===== src/rtl/slice_alu_seq.sv =====
// -----------------------------------------------------------------------------
// slice_alu_seq
//
// Multi-precision ALU sequencer for the calculator datapath. A DATA_W-bit
// operation (DATA_W = SLICE_W*NSLICE) is carried out one SLICE_W-bit slice per
// clock through a single shared slice adder / logic unit.
//
//   ADD/SUB/AND/OR/XOR (and reserved codes) walk the slices LSB first and
//   always take NSLICE cycles.
//   LT (signed) walks the slices MSB first and stops at the first slice
//   that decides the outcome, so it takes 1..NSLICE cycles.
//
// Intermediate slices are collected in a shadow register. The visible
// result only changes together with done, so an operation chained through
// use_ans always reads the last completed result.
//
// Parameters:
//   SLICE_W  bits processed per cycle (default 8)
//   NSLICE   number of slices, >= 1 (default 2)
//
// Ports:
//   Clock    in   system clock, rising edge
//   Reset    in   asynchronous reset, active low
//   start    in   operation request, accepted only while ready=1
//   op       in   0=ADD 1=SUB 2=AND 3=OR 4=XOR 5=LT, 6/7 reserved (result 0)
//   use_ans  in   1: operand A is the current result instead of src_a
//   src_a    in   operand A (DATA_W)
//   src_b    in   operand B (DATA_W)
//   ready    out  high while idle
//   done     out  one-cycle pulse when result and flags update
//   result   out  registered result (DATA_W)
//   zero     out  full-width result is zero (0 for LT)
//   carry    out  carry out for ADD, no-borrow for SUB, 0 otherwise
//   compare  out  LT outcome, 0 for other ops
//   ovf      out  signed overflow of ADD/SUB
//
// Build option:
//   SLICE_ALU_OVF_EN  when defined, ovf reports signed overflow of ADD/SUB
//                     and updates on done; when undefined ovf is tied to 0.
// -----------------------------------------------------------------------------
module slice_alu_seq #(
  parameter int SLICE_W = 8,
  parameter int NSLICE  = 2
) (
  input  logic                        Clock,
  input  logic                        Reset,
  input  logic                        start,
  input  logic [2:0]                  op,
  input  logic                        use_ans,
  input  logic [SLICE_W*NSLICE-1:0]   src_a,
  input  logic [SLICE_W*NSLICE-1:0]   src_b,
  output logic                        ready,
  output logic                        done,
  output logic [SLICE_W*NSLICE-1:0]   result,
  output logic                        zero,
  output logic                        carry,
  output logic                        compare,
  output logic                        ovf
);

  localparam int DATA_W = SLICE_W * NSLICE;
  localparam int IDX_W  = (NSLICE > 1) ? $clog2(NSLICE) : 1;
  localparam int MSB    = SLICE_W - 1;

  localparam logic [IDX_W-1:0] LAST_IDX = IDX_W'(NSLICE - 1);

  localparam logic [2:0] OP_ADD = 3'd0;
  localparam logic [2:0] OP_SUB = 3'd1;
  localparam logic [2:0] OP_AND = 3'd2;
  localparam logic [2:0] OP_OR  = 3'd3;
  localparam logic [2:0] OP_XOR = 3'd4;
  localparam logic [2:0] OP_LT  = 3'd5;

  typedef enum logic [1:0] {
    S_IDLE,
    S_RUN_UP,
    S_RUN_DOWN
  } state_t;

  state_t              state;
  logic [DATA_W-1:0]   a_reg;
  logic [DATA_W-1:0]   b_reg;
  logic [2:0]          op_reg;
  logic [IDX_W-1:0]    idx;
  logic                carry_q;
  logic [DATA_W-1:0]   shadow;

  // Slice unit signals
  logic [SLICE_W-1:0]  a_sl;
  logic [SLICE_W-1:0]  b_sl;
  logic [SLICE_W-1:0]  b_eff;
  logic                is_sub;
  logic                is_arith;
  logic                cin;
  logic [SLICE_W-1:0]  sum_sl;
  logic                sum_cout;
  logic [SLICE_W-1:0]  slice_res;
  logic [DATA_W-1:0]   merged;
  logic                last_up;

  // LT decision signals
  logic                lt_sign_diff;
  logic                lt_neq;
  logic                lt_finish;
  logic                lt_out;

`ifdef SLICE_ALU_OVF_EN
  logic                ovf_sl;
`endif

  // Shared slice datapath. The current slice of each operand is selected by
  // idx; SUB is formed as A + ~B + 1 with the +1 entering at slice 0 and the
  // registered carry chaining it through the higher slices.
  always_comb begin
    a_sl     = a_reg[idx*SLICE_W +: SLICE_W];
    b_sl     = b_reg[idx*SLICE_W +: SLICE_W];
    is_sub   = (op_reg == OP_SUB);
    is_arith = (op_reg == OP_ADD) || is_sub;
    b_eff    = is_sub ? ~b_sl : b_sl;
    cin      = (idx == '0) ? is_sub : carry_q;

    {sum_cout, sum_sl} = {1'b0, a_sl} + {1'b0, b_eff} + {{SLICE_W{1'b0}}, cin};

    case (op_reg)
      OP_ADD,
      OP_SUB:  slice_res = sum_sl;
      OP_AND:  slice_res = a_sl & b_sl;
      OP_OR:   slice_res = a_sl | b_sl;
      OP_XOR:  slice_res = a_sl ^ b_sl;
      default: slice_res = '0;
    endcase

    // Full-width view including the slice being produced this cycle, so the
    // final result and its zero flag are available on the last slice edge.
    merged = shadow;
    merged[idx*SLICE_W +: SLICE_W] = slice_res;

    last_up = (idx == LAST_IDX);
  end

  // Signed less-than, MSB slice first. Only the top slice carries the sign;
  // once sign bits agree, an unsigned slice compare gives the signed answer.
  always_comb begin
    lt_sign_diff = (idx == LAST_IDX) && (a_sl[MSB] != b_sl[MSB]);
    lt_neq       = (a_sl != b_sl);
    lt_finish    = lt_sign_diff || lt_neq || (idx == '0);
    if (lt_sign_diff) begin
      lt_out = a_sl[MSB];
    end else if (lt_neq) begin
      lt_out = (a_sl < b_sl);
    end else begin
      lt_out = 1'b0;
    end
  end

`ifdef SLICE_ALU_OVF_EN
  // Operands of equal sign producing a sum of the other sign; equivalent to
  // carry-into-MSB xor carry-out-of-MSB, and only meaningful on the top slice.
  always_comb begin
    ovf_sl = (a_sl[MSB] == b_eff[MSB]) && (sum_sl[MSB] != a_sl[MSB]);
  end
`else
  assign ovf = 1'b0;
`endif

  // Sequencer FSM with all outputs registered. done defaults low every cycle
  // so it only ever pulses for the single finishing edge.
  always_ff @(posedge Clock or negedge Reset) begin
    if (!Reset) begin
      state   <= S_IDLE;
      a_reg   <= '0;
      b_reg   <= '0;
      op_reg  <= OP_ADD;
      idx     <= '0;
      carry_q <= 1'b0;
      shadow  <= '0;
      ready   <= 1'b1;
      done    <= 1'b0;
      result  <= '0;
      zero    <= 1'b0;
      carry   <= 1'b0;
      compare <= 1'b0;
`ifdef SLICE_ALU_OVF_EN
      ovf     <= 1'b0;
`endif
    end else begin
      done <= 1'b0;
      case (state)
        S_IDLE: begin
          if (start) begin
            a_reg   <= use_ans ? result : src_a;
            b_reg   <= src_b;
            op_reg  <= op;
            carry_q <= 1'b0;
            shadow  <= '0;
            ready   <= 1'b0;
            if (op == OP_LT) begin
              idx   <= LAST_IDX;
              state <= S_RUN_DOWN;
            end else begin
              idx   <= '0;
              state <= S_RUN_UP;
            end
          end
        end

        S_RUN_UP: begin
          shadow  <= merged;
          carry_q <= sum_cout;
          if (last_up) begin
            result  <= merged;
            zero    <= (merged == '0);
            carry   <= is_arith ? sum_cout : 1'b0;
            compare <= 1'b0;
`ifdef SLICE_ALU_OVF_EN
            ovf     <= is_arith ? ovf_sl : 1'b0;
`endif
            done    <= 1'b1;
            ready   <= 1'b1;
            state   <= S_IDLE;
          end else begin
            idx <= idx + 1'b1;
          end
        end

        S_RUN_DOWN: begin
          if (lt_finish) begin
            result  <= DATA_W'(lt_out);
            zero    <= 1'b0;
            carry   <= 1'b0;
            compare <= lt_out;
`ifdef SLICE_ALU_OVF_EN
            ovf     <= 1'b0;
`endif
            done    <= 1'b1;
            ready   <= 1'b1;
            state   <= S_IDLE;
          end else begin
            idx <= idx - 1'b1;
          end
        end

        default: begin
          ready <= 1'b1;
          state <= S_IDLE;
        end
      endcase
    end
  end

endmodule


===== config.mk =====
export PLATFORM = sky130hd
export DESIGN_NAME = slice_alu_seq
export DESIGN_NICKNAME = d
export VERILOG_FILES = /design/src/rtl/slice_alu_seq.sv
export SDC_FILE = /design/constraint.sdc
export NUM_CORES = 1
export LEC_CHECK = 0
export BUFFER_PORTS_ARGS = -buffer_cell sky130_fd_sc_hd__buf_2
export CORE_MARGIN = 4
export CORE_UTILIZATION = 58
export DETAILED_ROUTE_END_ITERATION = 8
export GPL_TIMING_DRIVEN = 0
export PLACE_DENSITY_LB_ADDON = 0.15
export SYNTH_ARGS = -nofsm -noshare
export SYNTH_HDL_FRONTEND = slang
export SYNTH_SLANG_ARGS = --single-unit

===== constraint.sdc =====
create_clock -name Clock -period 4.9 [get_ports Clock]
set_input_delay 0.98 -clock Clock [delete_from_list [all_inputs] [get_ports Clock]]
set_output_delay 0.98 -clock Clock [all_outputs]
set_load 0.03 [all_outputs]

=== Yosys cells after proc, flatten, opt, wreduce, memory -nomap -nowiden ===
Index checks and enable logic that the tools add are counted.

* Add/sub/neg operators: 5
* Order comparisons: 1
* Equality and inequality tests: 13
* Shifts and indexed selects: 4
* Muxes and demuxes: 39
* Bitwise gates (word level): 5
* Reduce and logical (&&, ||, !) cells: 16

{| class="wikitable"
|+ Operator list
! operator !! number
|-
| $mux W16 || 4
|-
| $pmux W16 S2 || 2
|-
| $neg A4 Y34 || 1
|-
| $shift A8 B34 Y16 const A || 1
|-
| $shiftx A8 B34 Y16 || 1
|-
| $pmux W8 S4 || 1
|-
| $shiftx A16 B5 Y8 || 2
|-
| $mux W1 || 18
|-
| $bwmux W16 || 1
|-
| $logic_not A16 Y1 || 1
|-
| $pmux W1 S2 || 5
|-
| $add A8 B8 Y9 || 1
|-
| $add A9 B1 Y9 || 1
|-
| $reduce_and A3 Y1 || 3
|-
| $and A8 B8 Y8 || 1
|-
| $lt A8 B8 Y1 || 1
|-
| $mux W2 || 4
|-
| $mux W8 || 1
|-
| $ne A2 B2 Y1 const B || 4
|-
| $ne A8 B8 Y1 || 1
|-
| $not A8 Y8 || 1
|-
| $or A8 B8 Y8 || 1
|-
| $xor A8 B8 Y8 || 1
|-
| $eq A3 B2 Y1 const B || 2
|-
| 18 further kinds || 24
|}

* Register bits after elaboration: 76
* Input port bits: 39
* Output and inout port bits: 22
* Logic and storage cells: 96

=== Depth between registers and ports, before layout ===
Gate-level depths: netlist of run 1.

* Depth in word-level cells: 11
* Gate-level depth with buffers: 14
* Gate-level depth less buffers: 12

=== Worst setup path after synthesis of run 1 ===
OpenSTA, ideal clock, no wires.

* Path kind: reg2reg
* Start point: register idx
* End point: register shadow[6]
* Setup time: 0.121 ns
* Data arrival time: 3.546 ns
* Required time: 4.779 ns
* Setup slack: 1.233 ns
* Stages on the path, launching flop included: 14
* Path buffers: 3
* Clock period less this slack: 3.667 ns
* Cells stage by stage: dfrtp_1 clkbuf_1 buf_1 buf_2 mux2i_1 fa_1 inv_1 fa_1 a21o_1 a221oi_2 xnor2_1 a221o_1 a22o_1 a22o_1

* Cells in the longest elaborated chain, start to end: 9

{| class="wikitable"
|+ RTL lines
! what !! line !! RTL
|-
| start, declared || 84 || <nowiki>logic [IDX_W-1:0] idx;</nowiki>
|-
| start signal, assigned || 222 || <nowiki>idx <= idx + 1'b1;</nowiki>
|-
| start signal, assigned || 239 || <nowiki>idx <= idx - 1'b1;</nowiki>
|-
| $shiftx A16 B5 Y8 || 116 || <nowiki>b_sl = b_reg[idx*SLICE_W +: SLICE_W];</nowiki>
|-
| $not A8 Y8 || 119 || <nowiki>b_eff = is_sub ? ~b_sl : b_sl;</nowiki>
|-
| $mux W8 || 119 ||
|-
| $add A8 B8 Y9 || 122 || <nowiki>{sum_cout, sum_sl} = {1'b0, a_sl} + {1'b0, b_eff} + {{SLICE_W{1'b0}}, cin};</nowiki>
|-
| $add A9 B1 Y9 || 122 ||
|-
| $pmux W8 S4 || 124 || <nowiki>case (op_reg)</nowiki>
|-
| $shiftx A8 B34 Y16 || 136 || <nowiki>merged[idx*SLICE_W +: SLICE_W] = slice_res;</nowiki>
|-
| $bwmux W16 * || 136 ||
|-
| $pmux W16 S2 * || 188 || <nowiki>case (state)</nowiki>
|-
| end signal, assigned || 208 || <nowiki>shadow <= merged;</nowiki>
|-
| end, declared || 86 || <nowiki>logic [DATA_W-1:0] shadow;</nowiki>
|}

Mark *: on every way between the ends. The rest lies on a longest branch, timed or not.
A chain may end at the register's enable or synchronous reset.

=== Final worst setup path of run 1 ===
Ends and elaborated chain as after synthesis.

==> results.toml, run 1 <==
[status]
status = "completed"

[placed_design]
gp_congestion = 0.918
dp_hpwl_mm = 8.27
io_buffers = 58

[setup_path]
startpoint_type = "register"
critPathMaxFanout = 10
criticalPathCategory = "register to register"
rr_startpoint = "idx"
cp.required_ps = 5140
r2r_end = "shadow[6]"
endpoint_kind = "register"
arrival_ps = 4790
ff2ff_setup_slack_ps = 350
reg2regPathDepth = 13

[yosys]
synth-xor-area-share_pct = 2.42
synth_cell_types = 52
syn_avg_cell_area_um2 = 9.98
synth-seq-cells = 69
synth_compound_area_share_pct = 15.8
synth_edf_count = 0
ys_top_cells_by_area = "dfrtp_1 (39%), ha_1 (10%), mux2i_1 (9.7%)"
yosysTopAreaCellShare_pct = 39.2
ys_warn_count = 0
synth_top_family_by_area = "compound AO/OA/AOI/OAI gates"
syn_area_um2 = 4340
synthArstFlopShare_pct = 100
synth_top_area_cell = "dfrtp_1"
synthSimpleGateAreaFrac_pct = 10.2
syn-instance-count = 435
ys_seq_area_share_pct = 39.8
synth_flop_cell = "dfrtp_1"
syn_nets = 511
synth_fa_ha_area_share_pct = 11.0
synthMuxAreaShare_pct = 14.9

[min_path]
holdPathStages = 2
min_to = "a_reg[2]"
worstHoldPathType = "register to register"
min_from = "a_reg[2]"

[floorplan]
fp-row-count = 31
dieArea_um2 = 8940
die_h_um = 94.5
start_util_pct = 59.9
die_w_um = 94.5
ioPinCount = 61
core_area_um2 = 7250

[timing]
slew_violations = 0
rsz0062_at_grt = "false"
period_share_pct = 92.8
setup_violations = 0
slew_headroom_pct = 44.0
fmax_mhz = 220
hold_ws_ps = 487
worst_pin_slew_ps = 832
finalHoldViolations = 0
tns_ps = 0
final.setup_skew_ps = 11.4
layout_min_cycle_time_ps = 4550

[routing]
drc = 0
first_iter_violations = 217
drt_first_pass_iters = 6
viasPerCell = 5.81
avgRoutedWirePerCell_um = 17.9
vias = 3534
drt_wl_total_mm = 10.9
ant_nets = 0

[clock_network]
cts_tree = "built"
clock_tree.root_cell = "clkbuf_8"
cts_buffers = 9
holdBufCountCts = 0
post_cts_buffers = 0
clock-sinks = 69
clockBufferDepth = 2
clk_pin_slew_ps = 70
clk_latency_ps = 350
cts-resized-gates = 0
cts_htree_levels = 3

[run]
drv_cap = 0

[final_layout]
fin_nets = 580
final_cell_mix = "dfrtp_1 (68), buf_2 (62), nand2_1 (47)"
diodes = 0
fill_cells = 566
layout-drive-gt1-share_pct = 21.8
area_delta_synth_final_pct = 15.0
layout.cells.most_common = "dfrtp_1"
final_core_util_pct = 68.8

[global_route]
grt_max_degree = 70
overflow = 0
grt_pass1_vias = 3432
grt_pass1_wl_mm = 17.4
grt_use_total_pct = 25.6
antenna_found_initial = 0

[power]
power_leakage_nw = 2.51
max-vdd-ir-drop_mv = 0.358
power.density_nw_per_um2 = 772
metrics by stage:
stage,power (mW),setup WS (ps),std cells,area (um2)
2_1_floorplan,2.69,1230,435,4340
3_3_place_gp,3.21,516,592,4760
3_5_place_dp,3.29,414,592,4760
4_1_cts,3.84,380,608,4990
5_1_grt,4.15,26.1,608,4990
6_report,3.85,353,608,4990
metal layers:
| metal | share of wire [%] | GRT usage [%] | vias up |
|---|---|---|---|
| li1 | - | - | 1658 |
| met1 | 43 | 35.0 | 1702 |
| met4 | 2.6 | 9.38 | 0 |
| met5 | 0 | 0 | - |
| met3 | 8.1 | 3.75 | 21 |
| met2 | 47 | 41.6 | 153 |
worst max-delay path: stages (launching register included):
cell and delay (ps):
dfrtp_1 330, clkbuf_1 340, buf_1 650, buf_2 440, mux2i_1 490, fa_1 290, inv_1 60, fa_1 430
a21o_1 200, a221oi_2 320, xnor2_1 110, a221o_1 380, a22o_1 210, a22o_1 170
cells by family (layout without fill, tap and decap cells):
group	after synthesis	after routing
AOI/OAI and AO/OA	102	102
DFF	69	69
adders and majority gates	37	37
muxes	62	62
and+or+nand+nor	92	92
buffers and inverters	60	134
xor gates and xnor gates	12	12
other	1	1
synthesized netlist by cell type, types with 7 or more instances:
master,number
o31ai_1,7
mux2_2,20
mux2i_1,42
clkbuf_1,16
a22o_1,18
nor2_1,14
inv_1,32
a21oi_1,13
ha_1,35
nand2_1,47
dfrtp_1,68
o21ai_0,36
xnor2_1,11
power by group:
group | leakage (nW) | total (mW) | switching, mW | internal (mW)
Clock | 0.120 | 0.536 | 0.221 | 0.315
Combinational | 1.50 | 2.37 | 1.44 | 0.940
Sequential | 0.888 | 0.942 | 0.150 | 0.792
Total | 2.51 | 3.85 | 1.81 | 2.05
worst max-delay path by stage:
stage	from	slack, ps	depth (start not counted)	endpoint
after floorplan	idx	1230	13	shadow[6]
after global placement	idx	520	13	shadow[6]
after detailed placement	idx	410	13	shadow[6]
after CTS	idx	380	13	shadow[6]
after global routing	idx	30	13	result[15]
final	idx	350	13	shadow[6]
cell type report:
cell class                      instances  area [um2]  area share (%)
Tap cell                               99         124            2.48
Buffer                                 28         134            2.68
Timing Repair Buffer                   58         293            5.86
Clock inverter                          5        82.6            1.65
Inverter                               32         120            2.41
Clock buffer                           11         151            3.03
Multi-Input combinational cell        306        2360            47.3
Sequential cell                        69        1730            34.6
(Power assumes the default switching activity.)
==> run 2: changes to the inputs <==
--- a/config.mk
+++ b/config.mk
@@ -9,7 +9,7 @@
 export CORE_MARGIN = 4
 export CORE_UTILIZATION = 58
 export DETAILED_ROUTE_END_ITERATION = 8
-export GPL_TIMING_DRIVEN = 0
+export GPL_TIMING_DRIVEN = 1
 export PLACE_DENSITY_LB_ADDON = 0.15
 export SYNTH_ARGS = -nofsm -noshare
 export SYNTH_HDL_FRONTEND = slang
==> run 2 against run 1 <==
Power shrank 0.38%. Highest routed layer unchanged. Worst hold slack improved by 5.5 ps. Cell count fell by 3.3%. Critical path depth is 1 lower. Wire length shrank 0.99%. Flip-flop and latch count did not move. Non-clock buffer count fell by 20. Combinational power fell by 5%. Sequential share of layout area up 0.41 points.
==> results.toml, run 2 (synthesized netlist as in run 1, its figures left out) <==
[clock_network]
clk_latency_ps = 360
cts_buffers = 9
cts-resized-gates = 0
clock-sinks = 69
holdBufCountCts = 0
post_cts_buffers = 0
cts_htree_levels = 3
clock_tree.root_cell = "clkbuf_8"
clk_pin_slew_ps = 80
clockBufferDepth = 2
cts_tree = "built"

[timing]
finalHoldViolations = 0
worst_pin_slew_ps = 1030
rsz0062_at_grt = "false"
fmax_mhz = 260
final.setup_skew_ps = 10.8
slew_violations = 0
tns_ps = 0
period_share_pct = 78.5
hold_ws_ps = 492
slew_headroom_pct = 31.2
setup_violations = 0
layout_min_cycle_time_ps = 3840

[global_route]
grt_use_met1_pct = 34.7
globalRouteMet3Util_pct = 5.66
overflow = 0
grt_pass1_wl_mm = 17.3
top_usage_layer = "met2"
grt_pass1_vias = 3343
antenna_found_initial = 0
grt_use_total_pct = 25.6
grt_max_degree = 53
grt_use_met2_pct = 41.8

[final_layout]
layout.cells.most_common = "dfrtp_1"
regArea_um2 = 1730
final_cell_mix = "dfrtp_1 (68), buf_2 (59), nand2_1 (47)"
fill_cells = 614
diodes = 0
multi_input_area_um2 = 2360
final_core_util_pct = 68.0
layout-drive-gt1-share_pct = 22.3
fin_nets = 560
area_delta_synth_final_pct = 13.6

[setup_path]
path_cells = "nor2_1 -> and2_1 -> mux2i_1 -> fa_1 -> inv_1 -> fa_1 -> nor3b_1 -> a21oi_1 -> o21ai_1 -> nor4_1 -> nand4b_4 -> o31ai_2"
arrival_ps = 4120
startpoint_type = "register"
r2r_end = "zero"
cp-startpoint = "op_reg[1]"
endpoint = "zero"
crit_top_cell = "fa_1"
max_stage_delay_ps = 560
cpMaxStageDelayCell = "dfrtp_1"
critPathMaxFanout = 15
endpoint_kind = "register"
ff2ff_setup_slack_ps = 1060
cp.required_ps = 5180
criticalPathCategory = "register to register"
reg2regPathDepth = 12
rr_startpoint = "op_reg[1]"

[floorplan]
die_w_um = 94.5
die_h_um = 94.5
fp-row-count = 31
ioPinCount = 61
core_area_um2 = 7250
start_util_pct = 59.9
dieArea_um2 = 8940

[placed_design]
io_buffers = 59
gp_congestion = 0.983
dp_hpwl_mm = 8.18

[min_path]
worstHoldPathType = "register to register"

[routing]
avgRoutedWirePerCell_um = 18.3
ant_nets = 0
drt_first_pass_iters = 5
first_iter_violations = 264
drt_wl_total_mm = 10.8
drc = 0
viasPerCell = 5.76
vias = 3385

[status]
status = "completed"

[power]
power.density_nw_per_um2 = 778
finalPower_mw = 3.84
power_leakage_nw = 2.49
max-vdd-ir-drop_mv = 0.398

[run]
drv_cap = 0
-- run 2: cell count changes in the layout (fill, tap and decap cells not counted) --
cell,before,now
buf_4,5,7
bufinv_16,2,3
clkinv_4,2,1
inv_8,0,2
clkbuf_1,16,0
inv_6,0,1
clkinv_2,1,0
clkbuf_8,11,9
buf_6,1,0
buf_2,62,59
buf_1,2,0
-- run 2: stage by stage --
| step | setup WS (ps) | cells | cell area (um2) |
|---|---|---|---|
| after floorplan | 1230 | 435 | 4340 |
| after global placement | 1150 | 572 | 4680 |
| after detailed placement | 1100 | 572 | 4680 |
| after CTS | 1080 | 588 | 4930 |
| after global routing | 765 | 588 | 4930 |
| final | 1060 | 588 | 4930 |
-- run 2: power breakdown --
| part | total [mW] | switching [mW] | internal [mW] |
|---|---|---|---|
| clock | 0.599 | 0.252 | 0.348 |
| combinational | 2.26 | 1.35 | 0.904 |
| sequential | 0.984 | 0.193 | 0.791 |
-- run 2: final cells by class --
class	instances	area share (%)
Clock inverter	7	2.64
Tap cell	99	2.51
Clock buffer	9	2.51
Sequential cell	69	35.0
Timing Repair Buffer	66	7.05
Inverter	32	2.43
Multi-Input combinational cell	306	47.8
-- run 2: worst max-delay path, delay by kind of cell, from the launching register on --
family	cells	cell delay [ps]
DFF	1	560
muxes	1	190
AOI/OAI and AO/OA	3	450
buffers and inverters	1	90
and+or+nand+nor	5	1640
adders and majority gates	2	840
-- run 2: layer usage --
metal,wire [um],vias up
met5,0,-
li1,-,1621
met2,5040,120
met1,4790,1627
met3,773,17
met4,174,0
-- run 2: worst min path at each step --
stage,startpoint,endpoint,slack [ps],cells after the start
final,a_reg[2],a_reg[2],490,2
after global routing,a_reg[8],a_reg[8],520,2
after CTS,a_reg[12],a_reg[12],490,2
after detailed placement,a_reg[12],a_reg[12],470,2
after global placement,a_reg[12],a_reg[12],470,2
after floorplan,a_reg[0],a_reg[0],450,2
